File: config.mk
export PLATFORM = sky130hd
export DESIGN_NAME = data_cache
export DESIGN_NICKNAME = d
export VERILOG_FILES = /design/src/rtl/data_cache.sv
export SDC_FILE = /design/constraint.sdc
export NUM_CORES = 1
export LEC_CHECK = 0
export CORE_MARGIN = 2
export CORE_UTILIZATION = 35
export DETAILED_ROUTE_END_ITERATION = 7
export GPL_TIMING_DRIVEN = 0
export MAX_ROUTING_LAYER = met4
export SLEW_MARGIN = 20
export SYNTH_ARGS = -nofsm -noshare
export SYNTH_HDL_FRONTEND = slang
export SYNTH_SLANG_ARGS = --single-unit
export TNS_END_PERCENT = 5
File: constraint.sdc
create_clock -name clk -period 8.9 [get_ports clk]
set_input_delay 1.78 -clock clk [delete_from_list [all_inputs] [get_ports clk]]
set_output_delay 1.78 -clock clk [all_outputs]
set_load 0.1 [all_outputs]
File: src/rtl/data_cache.sv
// Direct-mapped, write-through, no-write-allocate data cache between the MEM
// stage and a combinational main memory, with saturating load hit/miss counters.
module data_cache #(
   parameter int LINES   = 16,
   parameter int INDEX_W = 4
) (
   input  logic        clk,
   input  logic        rst_n,
   input  logic [31:0] ALUOutM,
   input  logic [31:0] WriteDataM,
   input  logic        MemWriteM,
   input  logic        MemReadM,
   input  logic        FlushC,
   output logic [31:0] ReadDataM,
   output logic        StallM,
   output logic [31:0] MemAddr,
   output logic [31:0] MemWData,
   output logic        MemWrite,
   input  logic [31:0] MemRData,
   output logic [31:0] HitCount,
   output logic [31:0] MissCount
);

   localparam int TAG_W = 32 - INDEX_W - 2;

   typedef enum logic [1:0] {
      S_IDLE  = 2'd0,
      S_FILL  = 2'd1,
      S_WRITE = 2'd2
   } state_t;

   state_t             r_state;
   state_t             w_next_state;
   logic [LINES-1:0]   r_valid;
   logic [TAG_W-1:0]   r_tag  [LINES];
   logic [31:0]        r_data [LINES];
   logic [31:0]        r_mem_addr;
   logic [31:0]        r_mem_wdata;
   logic               r_mem_write;
   logic [31:0]        r_hit_cnt;
   logic [31:0]        r_miss_cnt;

   logic [INDEX_W-1:0] w_idx;
   logic [TAG_W-1:0]   w_tag;
   logic               w_hit;
   logic [INDEX_W-1:0] w_midx;
   logic [TAG_W-1:0]   w_mtag;
   logic               w_mhit;
   logic               w_stall;
   logic [31:0]        w_rdata;
   logic               w_load_hit;
   logic               w_load_miss;
   logic               w_store_req;

   assign w_idx  = ALUOutM[INDEX_W+1:2];
   assign w_tag  = ALUOutM[31:INDEX_W+2];
   assign w_hit  = r_valid[w_idx] && (r_tag[w_idx] == w_tag);
   assign w_midx = r_mem_addr[INDEX_W+1:2];
   assign w_mtag = r_mem_addr[31:INDEX_W+2];
   assign w_mhit = r_valid[w_midx] && (r_tag[w_midx] == w_mtag);

   // State register
   always_ff @(posedge clk or negedge rst_n) begin
      if (!rst_n) begin
         r_state <= S_IDLE;
      end else begin
         r_state <= w_next_state;
      end
   end

   // Next-state decode and pipeline-facing outputs
   always_comb begin
      w_next_state = r_state;
      w_stall      = 1'b0;
      w_rdata      = 32'd0;
      w_load_hit   = 1'b0;
      w_load_miss  = 1'b0;
      w_store_req  = 1'b0;
      case (r_state)
         S_IDLE: begin
            if (MemWriteM) begin
               w_stall      = 1'b1;
               w_store_req  = 1'b1;
               w_next_state = S_WRITE;
            end else if (MemReadM) begin
               if (w_hit) begin
                  w_rdata    = r_data[w_idx];
                  w_load_hit = 1'b1;
               end else begin
                  w_stall      = 1'b1;
                  w_load_miss  = 1'b1;
                  w_next_state = S_FILL;
               end
            end else begin
               w_next_state = S_IDLE;
            end
         end
         S_FILL: begin
            w_rdata      = MemRData;
            w_next_state = S_IDLE;
         end
         S_WRITE: begin
            w_next_state = S_IDLE;
         end
         default: begin
            w_next_state = S_IDLE;
         end
      endcase
   end

   // Gated so a request held across reset cannot stall or return stale data
   assign StallM    = w_stall & rst_n;
   assign ReadDataM = rst_n ? w_rdata : 32'd0;

   // Memory-side request registers: only ever change on a clock edge
   always_ff @(posedge clk or negedge rst_n) begin
      if (!rst_n) begin
         r_mem_addr  <= 32'd0;
         r_mem_wdata <= 32'd0;
         r_mem_write <= 1'b0;
      end else if (w_store_req) begin
         r_mem_addr  <= ALUOutM;
         r_mem_wdata <= WriteDataM;
         r_mem_write <= 1'b1;
      end else if (w_load_miss) begin
         r_mem_addr  <= ALUOutM;
         r_mem_write <= 1'b0;
      end else begin
         r_mem_write <= 1'b0;
      end
   end

   // Valid bits; flush wins over a fill landing on the same edge
   always_ff @(posedge clk or negedge rst_n) begin
      if (!rst_n) begin
         r_valid <= {LINES{1'b0}};
      end else if (FlushC) begin
         r_valid <= {LINES{1'b0}};
      end else if (r_state == S_FILL) begin
         r_valid[w_midx] <= 1'b1;
      end else begin
         r_valid <= r_valid;
      end
   end

   // Tag/data arrays; a store only refreshes a line it already owns
   always_ff @(posedge clk) begin
      if (r_state == S_FILL) begin
         r_tag[w_midx]  <= w_mtag;
         r_data[w_midx] <= MemRData;
      end else if ((r_state == S_WRITE) && w_mhit) begin
         r_data[w_midx] <= r_mem_wdata;
      end
   end

   // Saturating load hit/miss counters
   always_ff @(posedge clk or negedge rst_n) begin
      if (!rst_n) begin
         r_hit_cnt  <= 32'd0;
         r_miss_cnt <= 32'd0;
      end else begin
         if (w_load_hit && (r_hit_cnt != 32'hFFFF_FFFF)) begin
            r_hit_cnt <= r_hit_cnt + 32'd1;
         end
         if (w_load_miss && (r_miss_cnt != 32'hFFFF_FFFF)) begin
            r_miss_cnt <= r_miss_cnt + 32'd1;
         end
      end
   end

   assign MemAddr   = r_mem_addr;
   assign MemWData  = r_mem_wdata;
   assign MemWrite  = r_mem_write;
   assign HitCount  = r_hit_cnt;
   assign MissCount = r_miss_cnt;

endmodule

==> results.toml <==
[sta]
worst_pin_slew_ns = 1.20
post-route-min-period_ns = 8.99
setup_slack_ns = -0.0863
final.hold.worst_slack_ns = 0.491
rsz0062_at_grt = "yes"
timing.final.hold_violations = 0
layout_worst_path_cycle_share_pct = 101
fin_worst_skew_ns = 0.0775
timing.final.setup_violations = 2
slew_headroom_pct = 19.9
slew_violations = 0
clock.fmax_ghz = 0.111

[logic_synthesis]
synth_compound_area_share_pct = 1.25
synth_top_family_by_area = "multiplexers"
synth_enable_flop_cells = 928
yosys.area_share.xor_xnor_pct = 2.29
synth_area_leaders = "sky130_fd_sc_hd__edfxtp_1 (60%), sky130_fd_sc_hd__mux4_2 (19%), sky130_fd_sc_hd__dfrtp_1 (7.9%)"
sequential_element_share_of_the_synthesized_area_pct = 67.6
yosysWarningCount = 0
synth_cell_types = 66
netlist.top_cell.by_area = "sky130_fd_sc_hd__edfxtp_1"
synth_cells = 2375
share_of_synthesized_area_spent_on_multiplexers_pct = 22.9
yosys.area.top_type_share_pct = 59.7
synth_area_um2 = 46700
post_synth.cell_area_avg_um2 = 19.7
synth-async-reset-ratio_pct = 13.7
share_of_synthesized_cell_area_in_and_or_nand_and_nor_gates_pct = 4.30
ys_dominant_reg_cell = "sky130_fd_sc_hd__edfxtp_1"
share_of_synthesized_cell_area_in_full_adder_half_adder_and_majority_cells_pct = 0.0536
synth_seq_cells = 1075
synthesis.nets = 2478

[final_layout]
share_of_cells_above_drive_strength_1_pct = 32.5
layout_commonest_cell = "sky130_fd_sc_hd__edfxtp_1"
flow.area_growth_from_synthesis_pct = 22.5
number_of_nets_in_the_layout = 3017
layout_common_cells = "sky130_fd_sc_hd__edfxtp_1 (928), sky130_fd_sc_hd__mux4_2 (397), sky130_fd_sc_hd__clkdlybuf4s50_1 (224)"
layout.core_utilization_pct = 43.0
final_cell_count_no_fill = 4789

[global_route]
grt_pass1_wl_um = 203000
gr-usage-all-layers_pct = 21.5
number_of_antenna_violations_at_the_first_check_in_global_routing = 4
global_route.overflow_total = 0
grt_start_max_net_pins = 83
via_count_of_the_first_global_routing_pass = 28100

[critical_path]
highest_cell_delay_on_the_worst_timing_path_ns = 0.54
critical_path.top_delay_family = "buffers and inverters"
data_required_time_of_the_worst_path_ns = 7.12
reg2reg_slack_ns = 0.95
crit_path_cell_trace = "clkdlybuf4s50_1, buf_2, buf_4, buf_4, buf_2, mux2i_1, xor2_2, nand2_1, o22ai_1, and4b_1, buf_2, a21boi_1, o21ai_4, buf_4, nor2_1, clkdlybuf4s15_2"
worst_path_max_delay_cell = "sky130_fd_sc_hd__clkdlybuf4s50_1"
worst_setup_path_start_kind = "primary input"
critPathArrivalTime_ns = 7.21
endpoint_kind = "output pin"
timing.critical_path.buf_inv = 8
crit_path_max_fanout = 10
worst-setup-path-type = "in -> out"

[routing]
viasPerCell = 5.70
finalWirelength_um = 144000
avgRoutedWirePerCell_um = 30.0
number_of_nets_with_antenna_violations_after_detailed_routing = 0
dr_total_vias = 27300
detail_route.drc_violations = 0
drt-initial-drc-count = 3516
drt-pass1-iter-count = 5

[clocking]
tritoncts_buffers = 115
cts_hold_buffers = 0
clock-sinks = 1075
insertion_delay_ns = 0.75
cts_root_buf = "sky130_fd_sc_hd__clkbuf_16"
cts.path.max_buffers = 3
cts_tree = "yes"
clock_tree.htree_level_count = 3
cts.reportedPaths.clkPinSlew_ns = 0.06

[pwr]
ir_worst_vdd_v = 0.000179
leakage_uw = 0.0191
power-per-cell-area_nw_per_um2 = 224

[die]
floorplan.rows = 134
dieArea_um2 = 136000
floorplan.die.height_um = 369
floorplan.io_pins = 263
fp.dieW_um = 369
floorplan.core_area_um2 = 133000
initial_utilization_pct = 35.1

[place]
gp_congestion = 0.893
place.port_buffers = 258
dp.final_hpwl_um = 102000
dp.cells = 4564

[run_status]
failing_checks = "negative setup slack"
outcome = "finished, violations left"

[run]
cap_viol_max_count = 0

[min_path]
min-delay-path-class = "reg -> reg"
-- what timing repair did --
item | in CTS | in global routing
pin swaps | 1 | 0
resized for setup | 146 | 32
setup endpoints to repair | 33 | 33
setup buffers | 1 | 0
-- sequential cells by signal (all words and copies together) (netlist names) --
register   flops
MissCount     32
r_valid       16
r_tag        416
r_data       512
MemWrite       1
r_state        2
MemWData      32
HitCount      32
MemAddr       32
-- layer usage --
metal	part of all wire, %	global-route usage, %	wire length (um)	vias to the layer above
met3	9.0	4.64	13000	291
li1	-	-	-	10900
met1	40	27.7	56700	14600
met4	3.6	7.82	5150	0
met2	48	33.6	68700	1531
met5	0	-	0	-
-- area by class of cell --
class	instances	area, um^2
Fill cell	11500	75800
Multi-Input combinational cell	1126	14600
Timing Repair Buffer	422	4010
Buffer	158	771
Inverter	16	60.1
Tap cell	1768	2210
Sequential cell	1075	31500
Clock inverter	69	868
Antenna cell	4	10.0
Clock buffer	151	3140
-- power by group --
group	total, uW	switching, uW	internal [uW]	leakage [uW]
registers	5870	199	5670	0.0102
clock network	5020	2070	2940	0.00194
logic	1940	1260	679	0.00689
-- stage by stage --
step | worst slack [ns] | power, uW | instance area, um^2 | setup TNS (ns)
global route | -0.119 | 13200 | 57200 | -0.119
finish | -0.0863 | 12800 | 57200 | -0.0883
floorplan | 0.506 | 7200 | 46700 | 0
CTS | -0.179 | 12900 | 57200 | -1.94
global placement | -5.59 | 7840 | 51500 | -2260.18
detailed placement | -1.67 | 7910 | 53100 | -42.91
-- cells by family after synthesis --
| kind of cell | Yosys count |
|---|---|
| simple gates | 367 |
| mux | 557 |
| fa+ha+maj | 2 |
| xor+xnor | 122 |
| flops | 1075 |
| buf+inv | 174 |
| compound gates | 78 |
-- synthesized netlist by cell type (11+ instances only) --
master and count:
sky130_fd_sc_hd__clkbuf_1 81, sky130_fd_sc_hd__mux4_2 397, sky130_fd_sc_hd__and2_1 11, sky130_fd_sc_hd__buf_2 38, sky130_fd_sc_hd__a21boi_0 32, sky130_fd_sc_hd__mux2_2 74, sky130_fd_sc_hd__edfxtp_1 928, sky130_fd_sc_hd__inv_1 13
sky130_fd_sc_hd__dfrtp_1 147, sky130_fd_sc_hd__xor2_1 56, sky130_fd_sc_hd__mux2i_1 57, sky130_fd_sc_hd__nand4_1 70, sky130_fd_sc_hd__mux2_1 29, sky130_fd_sc_hd__xnor2_1 66, sky130_fd_sc_hd__nand3_1 22, sky130_fd_sc_hd__nor2_1 67
sky130_fd_sc_hd__and3_1 20, sky130_fd_sc_hd__buf_1 23, sky130_fd_sc_hd__nand2_1 71, sky130_fd_sc_hd__nor4_1 12, sky130_fd_sc_hd__nor3_1 41
-- path summary, 6_finish.rpt --
check	cells after the start	from	endpoint
worst max-delay path	16	ALUOutM[3]	StallM
worst min-delay path	1	HitCount[9]	HitCount[9]
worst max register to register	17	MemAddr[3]	r_data[3][16]
worst min register to register	1	HitCount[9]	HitCount[9]
max in group asynchronous	2	rst_n	MemWData[19]
min in group asynchronous	1	rst_n	MemAddr[27]
(Power assumes the default switching activity.)
